<file path="config.mk">
export PLATFORM = sky130hd
export DESIGN_NAME = dot_product_sequencer
export DESIGN_NICKNAME = d
export VERILOG_FILES = /design/src/rtl/dot_product_sequencer.sv
export SDC_FILE = /design/constraint.sdc
export NUM_CORES = 1
export LEC_CHECK = 0
export BUFFER_PORTS_ARGS = -buffer_cell sky130_fd_sc_hd__buf_2
export CORE_MARGIN = 2
export CORE_UTILIZATION = 50
export DETAILED_ROUTE_END_ITERATION = 8
export PLACE_DENSITY = 0.68
export SYNTH_ARGS = -nofsm -noshare
export SYNTH_HDL_FRONTEND = slang
export SYNTH_SLANG_ARGS = --single-unit
</file>
<file path="constraint.sdc">
create_clock -name CLK -period 5.9 [get_ports CLK]
set_clock_uncertainty 0.05 [all_clocks]
set_input_delay 1.77 -clock CLK [delete_from_list [all_inputs] [get_ports CLK]]
set_output_delay 1.77 -clock CLK [all_outputs]
set_load 0.02 [all_outputs]
</file>
<file path="src/rtl/dot_product_sequencer.sv">
// Sequencer that loads an 8-pair operand buffer, clears and streams it into the dot-product MAC, and returns the result on a valid/ready port.
// Optional DP_CHAIN_EN: a start accepted together with the result handshake goes straight to CLEAR.
module dot_product_sequencer #(
  parameter int unsigned N_ELEM       = 8,
  parameter int unsigned DONE_TIMEOUT = 4
) (
  input  logic        CLK,
  input  logic        RESET,
  input  logic        wr_en,
  input  logic [2:0]  wr_addr,
  input  logic [3:0]  wr_a,
  input  logic [3:0]  wr_b,
  input  logic        start,
  output logic        busy,
  output logic        err,
  output logic        res_valid,
  input  logic        res_ready,
  output logic [15:0] res_data,
  output logic        mac_rst,
  output logic        mac_en,
  output logic [3:0]  mac_a,
  output logic [3:0]  mac_b,
  input  logic        mac_done,
  input  logic [15:0] mac_result
);

  localparam int unsigned IDX_W = 3;
  localparam int unsigned OP_W  = 4;
  localparam int unsigned RES_W = 16;
  localparam int unsigned TMO_W = $clog2(DONE_TIMEOUT + 1);
  localparam logic [IDX_W-1:0] IDX_LAST = IDX_W'(N_ELEM - 1);
  localparam logic [TMO_W-1:0] TMO_LAST = TMO_W'(DONE_TIMEOUT - 1);

  typedef enum logic [2:0] {
    S_IDLE,
    S_CLEAR,
    S_RUN,
    S_WAIT,
    S_HOLD
  } state_t;

  state_t                 state_q, state_d;
  logic [IDX_W-1:0]       idx_q, idx_d;
  logic [TMO_W-1:0]       tmo_q, tmo_d;
  logic                   busy_q, busy_d;
  logic                   err_q, err_d;
  logic                   res_valid_q, res_valid_d;
  logic [RES_W-1:0]       res_data_q, res_data_d;
  logic                   mac_rst_q, mac_rst_d;
  logic                   mac_en_q, mac_en_d;
  logic [OP_W-1:0]        mac_a_q, mac_a_d;
  logic [OP_W-1:0]        mac_b_q, mac_b_d;
  logic [2*OP_W-1:0]      opbuf_q [N_ELEM];
  logic [2*OP_W-1:0]      opbuf_d [N_ELEM];
  logic                   wr_ok;
  logic [IDX_W-1:0]       idx_nxt;

  assign idx_nxt = idx_q + IDX_W'(1);

  // Next-state, registered-output and buffer-write logic
  always_comb begin
    state_d     = state_q;
    idx_d       = idx_q;
    tmo_d       = tmo_q;
    err_d       = err_q;
    res_valid_d = res_valid_q;
    res_data_d  = res_data_q;
    mac_rst_d   = 1'b0;
    mac_en_d    = 1'b0;
    mac_a_d     = '0;
    mac_b_d     = '0;
    opbuf_d     = opbuf_q;
    wr_ok       = 1'b0;

    case (state_q)
      S_IDLE: begin
        wr_ok = 1'b1;
        if (start) begin
          state_d   = S_CLEAR;
          err_d     = 1'b0;
          mac_rst_d = 1'b1;
        end
      end
      // Element 0 is fetched here so mac_en rises the first RUN cycle
      S_CLEAR: begin
        idx_d              = '0;
        mac_en_d           = 1'b1;
        {mac_a_d, mac_b_d} = opbuf_q[0];
        state_d            = S_RUN;
      end
      S_RUN: begin
        if (idx_q == IDX_LAST) begin
          state_d = S_WAIT;
          tmo_d   = '0;
        end else begin
          idx_d              = idx_nxt;
          mac_en_d           = 1'b1;
          {mac_a_d, mac_b_d} = opbuf_q[idx_nxt];
        end
      end
      S_WAIT: begin
        if (mac_done) begin
          res_data_d  = mac_result;
          res_valid_d = 1'b1;
          state_d     = S_HOLD;
        end else if (tmo_q == TMO_LAST) begin
          err_d   = 1'b1;
          state_d = S_IDLE;
        end else begin
          tmo_d = tmo_q + TMO_W'(1);
        end
      end
      S_HOLD: begin
        wr_ok = 1'b1;
        if (res_valid_q && res_ready) begin
          res_valid_d = 1'b0;
          state_d     = S_IDLE;
`ifdef DP_CHAIN_EN
          if (start) begin
            state_d   = S_CLEAR;
            err_d     = 1'b0;
            mac_rst_d = 1'b1;
          end
`endif
        end
      end
      default: state_d = S_IDLE;
    endcase

    if (wr_ok && wr_en) begin
      opbuf_d[wr_addr] = {wr_a, wr_b};
    end

    busy_d = (state_d != S_IDLE);
  end

  always_ff @(posedge CLK or posedge RESET) begin
    if (RESET) begin
      state_q     <= S_IDLE;
      idx_q       <= '0;
      tmo_q       <= '0;
      busy_q      <= 1'b0;
      err_q       <= 1'b0;
      res_valid_q <= 1'b0;
      res_data_q  <= '0;
      mac_rst_q   <= 1'b0;
      mac_en_q    <= 1'b0;
      mac_a_q     <= '0;
      mac_b_q     <= '0;
    end else begin
      state_q     <= state_d;
      idx_q       <= idx_d;
      tmo_q       <= tmo_d;
      busy_q      <= busy_d;
      err_q       <= err_d;
      res_valid_q <= res_valid_d;
      res_data_q  <= res_data_d;
      mac_rst_q   <= mac_rst_d;
      mac_en_q    <= mac_en_d;
      mac_a_q     <= mac_a_d;
      mac_b_q     <= mac_b_d;
    end
  end

  // Operand storage has no reset
  always_ff @(posedge CLK) begin
    opbuf_q <= opbuf_d;
  end

  assign busy      = busy_q;
  assign err       = err_q;
  assign res_valid = res_valid_q;
  assign res_data  = res_data_q;
  assign mac_rst   = mac_rst_q;
  assign mac_en    = mac_en_q;
  assign mac_a     = mac_a_q;
  assign mac_b     = mac_b_q;

endmodule

</file>
==> results by group, run 1 <==
Run status
  • Status: complete, no violations

STA
  • Slew Viols, Final: 0
  • Setup TNS Final: 0 ns
  • Final Hold Viols: 0
  • Fmax: 0.3374 GHz
  • Final period util: roughly 50%
  • Fin Hold WS: ~0.44 ns
  • Least-Margin Pin Slew: between 0.9 and 1 ns
  • RSZ-0062 raised after global routing: no
  • Final setup violation count: 0
  • Period minus WS final: 2.964 ns
  • Slew headroom: roughly 33%

Pwr
  • PwrDens: between 400 and 500 mW/mm2
  • Peak VDD IR: 0.2078 mV
  • Leakage power: ~1.9 nW

Worst hold path
  • Worst hold path class: reg -> reg

CTS
  • H-tree depth: 3
  • CTS Hold Bufs: 0
  • Root Buffer: clkbuf_8
  • Inserted Clock Buffers: 9
  • Longest Clk Path Bufs: 2
  • Clock transition at the registers of the reported paths: 0.11 ns
  • CTS Sinks: 102
  • Setup Buffers After CTS: 0
  • TritonCTS clock tree: built
  • Clk_lat worst skew: 0.36 ns
  • Post-CTS resize count: 0

Drt
  • Pre-antenna DRT Iters: 4
  • WL/cell: 17.29 um
  • DRC violations left: 0
  • DR vias/cell: around 5.5
  • WL final: 7505 um
  • DR WL met3: 527 um
  • Wire length on met2: 3405 um
  • M1 wire length: approximately 3400 um
  • Initial DRC count: 98
  • Vias: 2374
  • Detail Route Antenna Nets: 0
  • Max layer used: met4

Finish
  • Antenna Cells: 0
  • Filler instances: 650
  • Synth-to-Final Area Change: 13.58%
  • Nets@finish: 361
  • Area of the multi-input gates: 0.001164 mm2
  • Register area: 0.002873 mm2
  • Share of cells above drive strength 1: 33.43%

Setup path
  • Crit end category: register
  • Max incr delay on CP: 0.81 ns
  • Worst Path Required: 5.84 ns
  • Critical path launch point type: primary input
  • Critical path fanouts, max: 8
  • CP max stage cell: nor3_1
  • CP Cell Sequence: buf_2, nand3b_1, nor3_1
  • Crit path DAT: 2.91 ns
  • WS Path Type: in -> reg

Floorplan
  • Row count: 33
  • Die X: ~95 um
  • Total die area: 0.009076 mm2
  • Die height: ~95 um
  • # IOs: 62
  • Starting density of the core: 51.21%
  • Core area: about 0.0081 mm2

Global routing
  • First-pass GRT wire length: 11500 um
  • Gr usage total: roughly 18%
  • Remaining Overflow, GRT: 0
  • Vias in the first global route: 2182
  • Antenna violations before repair: 0
  • Pin count of the biggest net entering global routing: 39

Placed design
  • GP Congestion: 0.8290
  • # port buffers: 61
  • DPL Wire Length: 5234 um

Logic synthesis
  • Mean Syn Cell Area: about 16 um2
  • Mapped Cells: 263
  • Netlist cell types: 40
  • Sequential element share of the synthesized area: between 60% and 70%
  • Main area contributors after synthesis: edfxtp_1 (46%), dfrtp_1 (23%), mux4_2 (4.3%)
  • Share of the synthesized area in the top cell type: between 40% and 50%
  • Synth warn: 0
  • Synth Register Bits: 102
  • Syn Std Cell Area: 0.004165 mm2
  • Syn_nets: 300
  • Yosys top cell by area: edfxtp_1

Flow run
  • MaxCap Viol Count: 0
-- synth_stat cells --
master     instances
nor3b_1            1
or3b_1             1
o32a_1             1
mux4_2             8
a211oi_1           6
nand2_1           14
buf_2              4
nand3_4            1
ha_1               4
o22ai_1            3
nor2_1            21
nand3_1            3
edfxtp_1          64
a21oi_1            3
a2111oi_0          6
mux2i_1            3
inv_1              7
and3_1             1
nand4_1            1
nand3b_1           2
buf_6              5
mux2_2            12
nand4b_1           1
nor3_1             3
o211ai_1           1
nor2b_4            1
nor2b_1           14
o21a_1             1
o41ai_1            6
a22o_1             1
buf_4              3
dfrtp_1           38
o21ai_0            4
a32o_1             1
nand2b_1           5
mux2_4             8
o31ai_1            2
a41oi_1            1
clkbuf_1           1
nor3b_2            1
-- metal layers --
layer | vias to the layer above | GRT usage (%)
met5 | - | 0
met4 | 0 | 8.575
met3 | 15 | 3.241
met2 | 100 | 26.00
met1 | 1142 | 25.14
li1 | 1117 | -
-- flip-flops by register name, summed over array words and instances (netlist names) --
name       cells
res_data      16
state_q        3
mac_en         1
opbuf_q       64
mac_rst        1
res_valid      1
tmo_q          3
mac_b          4
mac_a          4
idx_q          3
busy           1
err            1
-- cell families (layout without fill, tap and decap cells) --
family	after synthesis	in the layout	share of synthesized area [%]
flip-flops	102	102	68.97
AND/OR/NAND/NOR	70	70	9.042
AO/OA/AOI/OAI	36	36	6.518
multiplexers	31	31	11.17
buffers and inverters	20	86	3.094
adder cells (fa/ha/maj)	4	4	1.202
-- worst max-delay path, delay by kind of cell --
family	cells	cell delay (ns)
buf+inv	1	0.10
simple gates	2	1.03
-- through the flow --
stage	utilization (%)	area [um2]	instances	total power, mW	worst slack, ns
after floorplan	-	4165	263	1.694	2.884
after global placement	55.50	4514	418	1.888	2.590
after detailed placement	55.50	4514	418	1.906	2.547
after CTS	58.16	4731	434	2.363	2.941
after global routing	58.16	4731	434	2.480	2.779
final	58.16	4731	434	2.339	2.936
-- cells in the final DEF (no fill, tap or decap), drive strengths merged, types with 5 or more instances in the layout --
| master | instances |
|---|---|
| a2111oi | 6 |
| a211oi | 6 |
| buf | 63 |
| clkbuf | 9 |
| dfrtp | 38 |
| edfxtp | 64 |
| inv | 10 |
| mux2 | 20 |
| mux4 | 8 |
| nand2 | 14 |
| nand2b | 5 |
| nor2 | 21 |
| nor2b | 15 |
| o41ai | 6 |
-- power breakdown --
group,internal [mW],switching [mW],leakage (nW)
clock network,0.207,0.254,0.109
logic,0.382,0.519,0.707
registers,0.898,0.0796,1.05
-- final timing paths --
path                               end  depth (start not counted)  slack (ns)  startpoint
setup / recovery           opbuf_q[57]                          3        2.94  wr_addr[0]
hold / removal                tmo_q[0]                          1        0.44    tmo_q[0]
setup reg to reg           opbuf_q[57]                          3        3.33  state_q[0]
hold reg to reg               tmo_q[0]                          1        0.44    tmo_q[0]
max in group asynchronous  res_data[3]                          3        4.02       RESET
min in group asynchronous     tmo_q[1]                          3        1.45       RESET
-- cell type report --
class	count	share of cell area, %
Inverter	7	0.5554
Clock buffer	9	2.618
Clock inverter	7	1.957
Timing Repair Buffer	63	6.771
Tap cell	105	2.777
Multi-Input combinational cell	141	24.60
Sequential cell	102	60.72
(Power assumes the default switching activity.)
==> run 2: changes to the inputs <==
--- a/config.mk
+++ b/config.mk
@@ -9,7 +9,7 @@
 export CORE_MARGIN = 2
 export CORE_UTILIZATION = 50
 export DETAILED_ROUTE_END_ITERATION = 8
-export PLACE_DENSITY = 0.68
+export PLACE_DENSITY = 0.71
 export SYNTH_ARGS = -nofsm -noshare
 export SYNTH_HDL_FRONTEND = slang
 export SYNTH_SLANG_ARGS = --single-unit
==> constraint.sdc (replaced) <==
create_clock -name CLK -period 2.4 [get_ports CLK]
set_clock_uncertainty 0.05 [all_clocks]
set_input_delay 0.72 -clock CLK [delete_from_list [all_inputs] [get_ports CLK]]
set_output_delay 0.72 -clock CLK [all_outputs]
set_load 0.02 [all_outputs]
==> results by group, run 2 (synthesis gave the netlist of run 1 again) <==
Setup path
  • CP Cell Sequence: nor2_1, nand3b_1, nor3_1, buf_4 (was buf_2, nand3b_1, nor3_1)
  • Crit Reg-Reg Startpoint: state_q[1] (was state_q[0])
  • R2r setup slk: 0.43 ns (was 3.33 ns)
  • Critical path fanouts, max: 11 (was 8)
  • Crit path DAT: 1.99 ns (was 2.91 ns)
  • RR Endpoint: opbuf_q[63] (was opbuf_q[57])
  • WS Path Type: reg -> reg (was in -> reg)
  • CP max stage cell: dfrtp_1 (was nor3_1)
  • Critical path launch point type: register (was primary input)
  • Worst Path Required: 2.41 ns (was 5.84 ns)
  • Max incr delay on CP: 0.50 ns (was 0.81 ns)
  • Crit end category: register (unchanged)
  • R2R depth: 4 (was 3)

STA
  • Final setup violation count: 0 (unchanged)
  • Period minus WS final: approximately 2.0 ns
  • Final period util: 82.27%
  • Slew headroom: 58.56% (was 33.40%)
  • Slew Viols, Final: 0 (unchanged)
  • Final Hold Viols: 0 (unchanged)
  • Fmax: 0.5065 GHz
  • Fin Hold WS: 0.4000 ns (was 0.4410 ns)
  • RSZ-0062 raised after global routing: no (unchanged)
  • Least-Margin Pin Slew: 0.6188 ns (was 0.9914 ns)
  • Setup TNS Final: 0 ns (unchanged)

Global routing
  • Pin count of the biggest net entering global routing: 39 (unchanged)
  • First-pass GRT wire length: 11850 um (was 11500 um)
  • Gr usage total: 17.91% (was 17.54%)
  • Remaining Overflow, GRT: 0 (unchanged)
  • Vias in the first global route: 2278 (was 2182)
  • M1 GR Usage: 24.32% (was 25.14%)
  • Met3 Track Usage GR: 4.664% (was 3.241%)
  • GR peak layer: met2 (unchanged)
  • Antenna violations before repair: 0 (unchanged)
  • GR Layer Usage met2: 28.05% (was 26.00%)

Placed design
  • GP Congestion: 0.7580 (was 0.8290)
  • Cells after DPL: 429 (was 418)
  • DPL Wire Length: 5199 um (was 5234 um)
  • # port buffers: 61 (unchanged)

Drt
  • Vias: 2403 (was 2374)
  • Initial DRC count: 76 (was 98)
  • DRC violations left: 0 (unchanged)
  • Detail Route Antenna Nets: 0 (unchanged)
  • WL final: 7654 um (was 7505 um)
  • DR vias/cell: 5.400 (was 5.470)
  • Pre-antenna DRT Iters: 4 (unchanged)
  • WL/cell: 17.20 um (was 17.29 um)

Worst hold path
  • Worst hold path class: in -> async (was reg -> reg)

Floorplan
  • Starting density of the core: 51.21% (unchanged)
  • Die height: 95.27 um (unchanged)
  • Die X: 95.27 um (unchanged)
  • Core area: 0.008134 mm2 (unchanged)
  • Total die area: 0.009076 mm2 (unchanged)
  • # IOs: 62 (unchanged)
  • Row count: 33 (unchanged)

Run status
  • Status: complete, no violations (unchanged)

CTS
  • Setup Buffers After CTS: 0 (unchanged)
  • TritonCTS clock tree: built (unchanged)
  • CTS Sinks: 102 (unchanged)
  • Longest Clk Path Bufs: 2 (unchanged)
  • Root Buffer: clkbuf_8 (unchanged)
  • Clock transition at the registers of the reported paths: 0.09 ns (was 0.11 ns)
  • CTS Hold Bufs: 0 (unchanged)
  • Post-CTS resize count: 0 (unchanged)
  • Inserted Clock Buffers: 9 (unchanged)
  • Clk_lat worst skew: 0.36 ns (about the same)
  • H-tree depth: 3 (unchanged)

Finish
  • Antenna Cells: 0 (unchanged)
  • Share of cells above drive strength 1: 35.29% (was 33.43%)
  • Synth-to-Final Area Change: 14.75% (was 13.58%)
  • Nets@finish: 372 (was 361)
  • Max reg flops: 64 (unchanged)
  • Final Non-Filler Cells: 445 (was 434)
  • Most frequent cells in the layout: edfxtp_1 (64), buf_2 (61), dfrtp_1 (38) (unchanged)
  • Commonest non-fill, non-tap cell in the layout: edfxtp_1 (unchanged)
  • Top reg by flops: opbuf_q (unchanged)

Pwr
  • Leakage power: 1.906 nW (was 1.863 nW)
  • Peak VDD IR: 0.4657 mV (was 0.2078 mV)
  • PwrDens: 1183 mW/mm2 (was 494.4 mW/mm2)

Flow run
  • MaxCap Viol Count: 0 (unchanged)
run 2: changes by cell type in the layout (fill, tap and decap cells not counted):
cell       previous run  this run
buf_4                 2        13
clkinv_4              2         3
clkinv_8              1         0
clkbuf_1              0         1
bufinv_16             1         0
run 2: stage by stage:
step / power (mW) / setup WS, ns / cell area (um2) / utilization [%]
floorplan: 4.163 / 0.4339 / 4165 / -
global placement: 4.663 / 0.5116 / 4597 / 56.51
detailed placement: 4.730 / 0.4637 / 4597 / 56.51
CTS: 5.730 / 0.4457 / 4780 / 58.76
global route: 6.040 / 0.3034 / 4780 / 58.76
finish: 5.656 / 0.4256 / 4780 / 58.76
run 2: cell type report:
cell class	instances	area (um2)
clock inverters	6	55.05
inverters	7	26.28
repair buffers	74	402.9
multi-input cells	141	1164
well taps	105	131.4
flip-flops and latches	102	2873
clock buffers	10	127.6
fillers	641	3354
run 2: worst max-delay path by stage:
| stage | endpoint | slack [ns] | depth (start not counted) | from |
|---|---|---|---|---|
| 5_1_grt | mac_a[2] | 0.30 | 5 | idx_q[1] |
| 2_1_floorplan | opbuf_q[56] | 0.43 | 2 | wr_addr[0] |
| 3_5_place_dp | mac_b[3] | 0.46 | 5 | idx_q[1] |
| 3_3_place_gp | opbuf_q[58] | 0.51 | 4 | state_q[1] |
| 4_1_cts | mac_b[3] | 0.45 | 5 | idx_q[1] |
| 6_report | opbuf_q[63] | 0.43 | 4 | state_q[1] |
run 2: report_power, final:
part | leakage [nW] | switching [mW] | internal [mW]
Clock | 0.0934 | 0.595 | 0.398
Sequential | 1.05 | 0.170 | 2.21
Combinational | 0.765 | 1.30 | 0.984
Total | 1.91 | 2.07 | 3.59
run 2: critical path, delay by kind of cell, from the launching register on:
family                 cells  cell delay, ns
and+or+nand+nor            3            0.89
DFF                        1            0.50
buffers and inverters      1            0.23
run 2: routing by layer:
metal,routed length [um],part of all wire [%],vias up
met5,0,0,-
met4,112,1.5,0
met3,487,6.4,7
met2,3561,47,84
met1,3493,46,1173
li1,-,-,1139
==> run 3: changes to the inputs <==
--- a/config.mk
+++ b/config.mk
@@ -5,6 +5,7 @@
 export SDC_FILE = /design/constraint.sdc
 export NUM_CORES = 1
 export LEC_CHECK = 0
+export ABC_AREA = 1
 export BUFFER_PORTS_ARGS = -buffer_cell sky130_fd_sc_hd__buf_2
 export CORE_MARGIN = 2
 export CORE_UTILIZATION = 50
==> constraint.sdc (replaced) <==
create_clock -name CLK -period 1.8 [get_ports CLK]
set_clock_uncertainty 0.05 [all_clocks]
set_input_delay 0.54 -clock CLK [delete_from_list [all_inputs] [get_ports CLK]]
set_output_delay 0.54 -clock CLK [all_outputs]
set_load 0.02 [all_outputs]
==> results by group, run 3 <==
STA
  • Setup TNS Final: 0 ns (unchanged)
  • Period minus WS final: 1.643 ns (was 1.974 ns)
  • Final Hold Viols: 0 (unchanged)
  • Least-Margin Pin Slew: 0.5446 ns (was 0.6188 ns)
  • Final period util: 91.28% (was 82.27%)
  • Final setup violation count: 0 (unchanged)
  • Fmax: 0.6086 GHz (was 0.5065 GHz)
  • RSZ-0062 raised after global routing: no (unchanged)
  • Final worst setup slack: 0.1569 ns (was 0.4256 ns)
  • Slew headroom: 63.64% (was 58.56%)
  • Slew Viols, Final: 0 (unchanged)

Logic synthesis
  • Syn_nets: 474 (was 300)
  • Ys async rst share: 37.25% (unchanged)
  • Mean Syn Cell Area: 9.924 um2 (was 15.84 um2)
  • Sequential element share of the synthesized area: 66.24% (was 68.97%)
  • Top_reg_cell synth: edfxtp_1 (unchanged)
  • EDFF count, synth: 64 (unchanged)
  • Synth Register Bits: 102 (unchanged)
  • Netlist cell types: 21 (was 40)
  • Share of the synthesized area in the top cell type: 44.32% (was 46.14%)
  • Synth warn: 0 (unchanged)
  • Synth top cells by count: nand2_1 (147), nand3_1 (72), edfxtp_1 (64) (was edfxtp_1 (64), dfrtp_1 (38), nor2_1 (21))
  • Mapped Cells: 437 (was 263)
  • Syn Std Cell Area: 0.004337 mm2 (was 0.004165 mm2)
  • Main area contributors after synthesis: edfxtp_1 (44%), dfrtp_1 (22%), nand2_1 (13%) (was edfxtp_1 (46%), dfrtp_1 (23%), mux4_2 (4.3%))
  • Yosys top cell by area: edfxtp_1 (unchanged)
  • Count leader, synth: nand2_1 (was edfxtp_1)

Global routing
  • Gr usage total: 20.96% (was 17.91%)
  • Pin count of the biggest net entering global routing: 39 (unchanged)
  • First-pass GRT wire length: 15360 um (was 11850 um)
  • Remaining Overflow, GRT: 0 (unchanged)
  • Vias in the first global route: 3018 (was 2278)
  • Antenna violations before repair: 0 (unchanged)

Setup path
  • Crit end category: register (unchanged)
  • Worst Path Required: 1.84 ns (was 2.41 ns)
  • WS Path Type: reg -> reg (unchanged)
  • Critical path launch point type: register (unchanged)
  • Critical path fanouts, max: 8 (was 11)
  • R2r setup slk: 0.16 ns (was 0.43 ns)
  • Crit path DAT: 1.68 ns (was 1.99 ns)

Finish
  • Area of the multi-input gates: 0.001114 mm2 (was 0.001164 mm2)
  • Nets@finish: 544 (was 372)
  • Synth-to-Final Area Change: 15.46% (was 14.75%)
  • Most frequent cells in the layout: nand2_1 (146), nand3_1 (72), edfxtp_1 (64) (was edfxtp_1 (64), buf_2 (61), dfrtp_1 (38))
  • Final Core Density: 60.33% (was 58.76%)
  • Register area: 0.002873 mm2 (unchanged)
  • Share of cells above drive strength 1: 20.31% (was 35.29%)
  • Antenna Cells: 0 (unchanged)
  • Filler instances: 703 (was 641)
  • Max reg flops: 64 (unchanged)
  • Top reg by flops: opbuf_q (unchanged)
  • Commonest non-fill, non-tap cell in the layout: nand2_1 (was edfxtp_1)

Floorplan
  • Total die area: 0.009434 mm2 (was 0.009076 mm2)
  • Core area: 0.008299 mm2 (was 0.008134 mm2)
  • # IOs: 62 (unchanged)
  • Die X: 97.13 um (was 95.27 um)
  • Starting density of the core: 52.25% (was 51.21%)
  • Die height: 97.13 um (was 95.27 um)
  • Row count: 33 (unchanged)

Drt
  • DRC violations left: 0 (unchanged)
  • Detail Route Antenna Nets: 0 (unchanged)
  • DR vias/cell: 5.036 (was 5.400)
  • Vias: 3107 (was 2403)
  • WL final: 9244 um (was 7654 um)
  • Pre-antenna DRT Iters: 5 (was 4)
  • Initial DRC count: 211 (was 76)
  • WL/cell: 14.98 um (was 17.20 um)

Run status
  • Status: complete, no violations (unchanged)

Placed design
  • DPL Wire Length: 6547 um (was 5199 um)
  • # port buffers: 61 (unchanged)
  • GP Congestion: 0.8884 (was 0.7580)
  • Pre-CTS WS: 0.05010 ns (was 0.4637 ns)

CTS
  • CTS Hold Bufs: 0 (unchanged)
  • H-tree depth: 3 (unchanged)
  • Longest Clk Path Bufs: 2 (unchanged)
  • TritonCTS clock tree: built (unchanged)
  • Setup Buffers After CTS: 0 (unchanged)
  • Inserted Clock Buffers: 9 (unchanged)
  • Post-CTS resize count: 0 (unchanged)
  • CTS Sinks: 102 (unchanged)
  • Clock transition at the registers of the reported paths: 0.10 ns (was 0.09 ns)
  • Clk_lat worst skew: 0.38 ns (was 0.36 ns)
  • Root Buffer: clkbuf_8 (unchanged)

Pwr
  • Leakage power: 2.451 nW (was 1.906 nW)
  • Psw: 2.968 mW (was 2.066 mW)
  • Peak VDD IR: 0.5975 mV (was 0.4657 mV)
  • Switch share: 39.37% (was 36.53%)
  • Comb pwr share: 37.8% (was 40.4%)
  • Clock share of power: 21.4% (was 17.6%)
  • Internal: 4.571 mW (was 3.590 mW)
  • Register share of total power: 40.8% (was 42.0%)
  • PwrDens: 1505 mW/mm2 (was 1183 mW/mm2)

Worst hold path
  • Worst hold path class: in -> async (unchanged)

Flow run
  • MaxCap Viol Count: 0 (unchanged)
[run 3: cell types whose count changed in the layout (fill, tap and decap cells not counted), moves of 7 or more]
| cell | before | now |
|---|---|---|
| inv_1 | 7 | 62 |
| mux2_2 | 12 | 0 |
| mux2_4 | 8 | 0 |
| mux4_2 | 8 | 0 |
| nand2_1 | 14 | 146 |
| nand3_1 | 3 | 72 |
| nor2_1 | 21 | 14 |
| nor2b_1 | 14 | 0 |
[run 3: through the flow]
| stage | hold slack, ns | area [um2] | std cells | power [mW] |
|---|---|---|---|---|
| floorplan | 0.4009 | 4337 | 437 | 5.120 |
| global placement | 0.3984 | 4772 | 601 | 5.883 |
| detailed placement | 0.4097 | 4772 | 601 | 5.962 |
| CTS | 0.2287 | 5000 | 617 | 7.563 |
| global route | 0.2448 | 5007 | 617 | 8.062 |
| finish | 0.1997 | 5007 | 617 | 7.538 |
[run 3: kinds of logic (layout without fill, tap and decap cells)]
kind of cell / Yosys count / in the layout / synth area share, %
AND/OR/NAND/NOR: 241 / 241 / 23.46
flip-flops: 102 / 102 / 66.24
buffers and inverters: 83 / 158 / 8.251
AO/OA/AOI/OAI: 7 / 7 / 0.8942
adder cells (fa/ha/maj): 4 / 4 / 1.154
[run 3: worst max-delay path: stages, from the launching register on]
cell and delay [ns]:
dfrtp_1 0.44, nor2_2 0.15, inv_1 0.08, nor2_2 0.17, nand2_1 0.17, nor2_1 0.12, buf_4 0.18
[run 3: layout make-up]
| class | count | share of cell area (%) |
|---|---|---|
| inverters | 67 | 5.022 |
| multi-input cells | 252 | 22.24 |
| repair buffers | 75 | 8.196 |
| well taps | 105 | 2.624 |
| clock buffers | 9 | 2.474 |
| clock inverters | 7 | 2.074 |
| flip-flops and latches | 102 | 57.37 |
[run 3: power by group through the flow]
stage / Combinational, mW / Clock [mW] / Sequential [mW]
2_1_floorplan: 1.68 / 0 / 3.44
3_3_place_gp: 2.78 / 0 / 3.11
3_5_place_dp: 2.83 / 0 / 3.13
4_1_cts: 2.85 / 1.63 / 3.08
5_1_grt: 3.17 / 1.76 / 3.13
6_report: 2.85 / 1.61 / 3.08
[run 3: per-layer routing]
| layer | routed length, um | track usage (%) | vias to the layer above |
|---|---|---|---|
| met5 | 0 | 0 | - |
| met4 | 219 | 8.017 | 0 |
| met3 | 667 | 5.540 | 15 |
| met2 | 4280 | 33.12 | 129 |
| met1 | 4076 | 28.00 | 1431 |
| li1 | - | - | 1532 |
[run 3: final timing paths]
| check | startpoint | to | depth (start not counted) |
|---|---|---|---|
| setup reg to reg | state_q[1] | opbuf_q[57] | 6 |
| hold reg to reg | res_data[15] | res_data[15] | 2 |
| setup / recovery | state_q[1] | opbuf_q[57] | 6 |
| max in group asynchronous | RESET | mac_b[1] | 3 |
| min in group CLK | mac_result[11] | res_data[11] | 3 |
| hold / removal | RESET | res_data[11] | 3 |
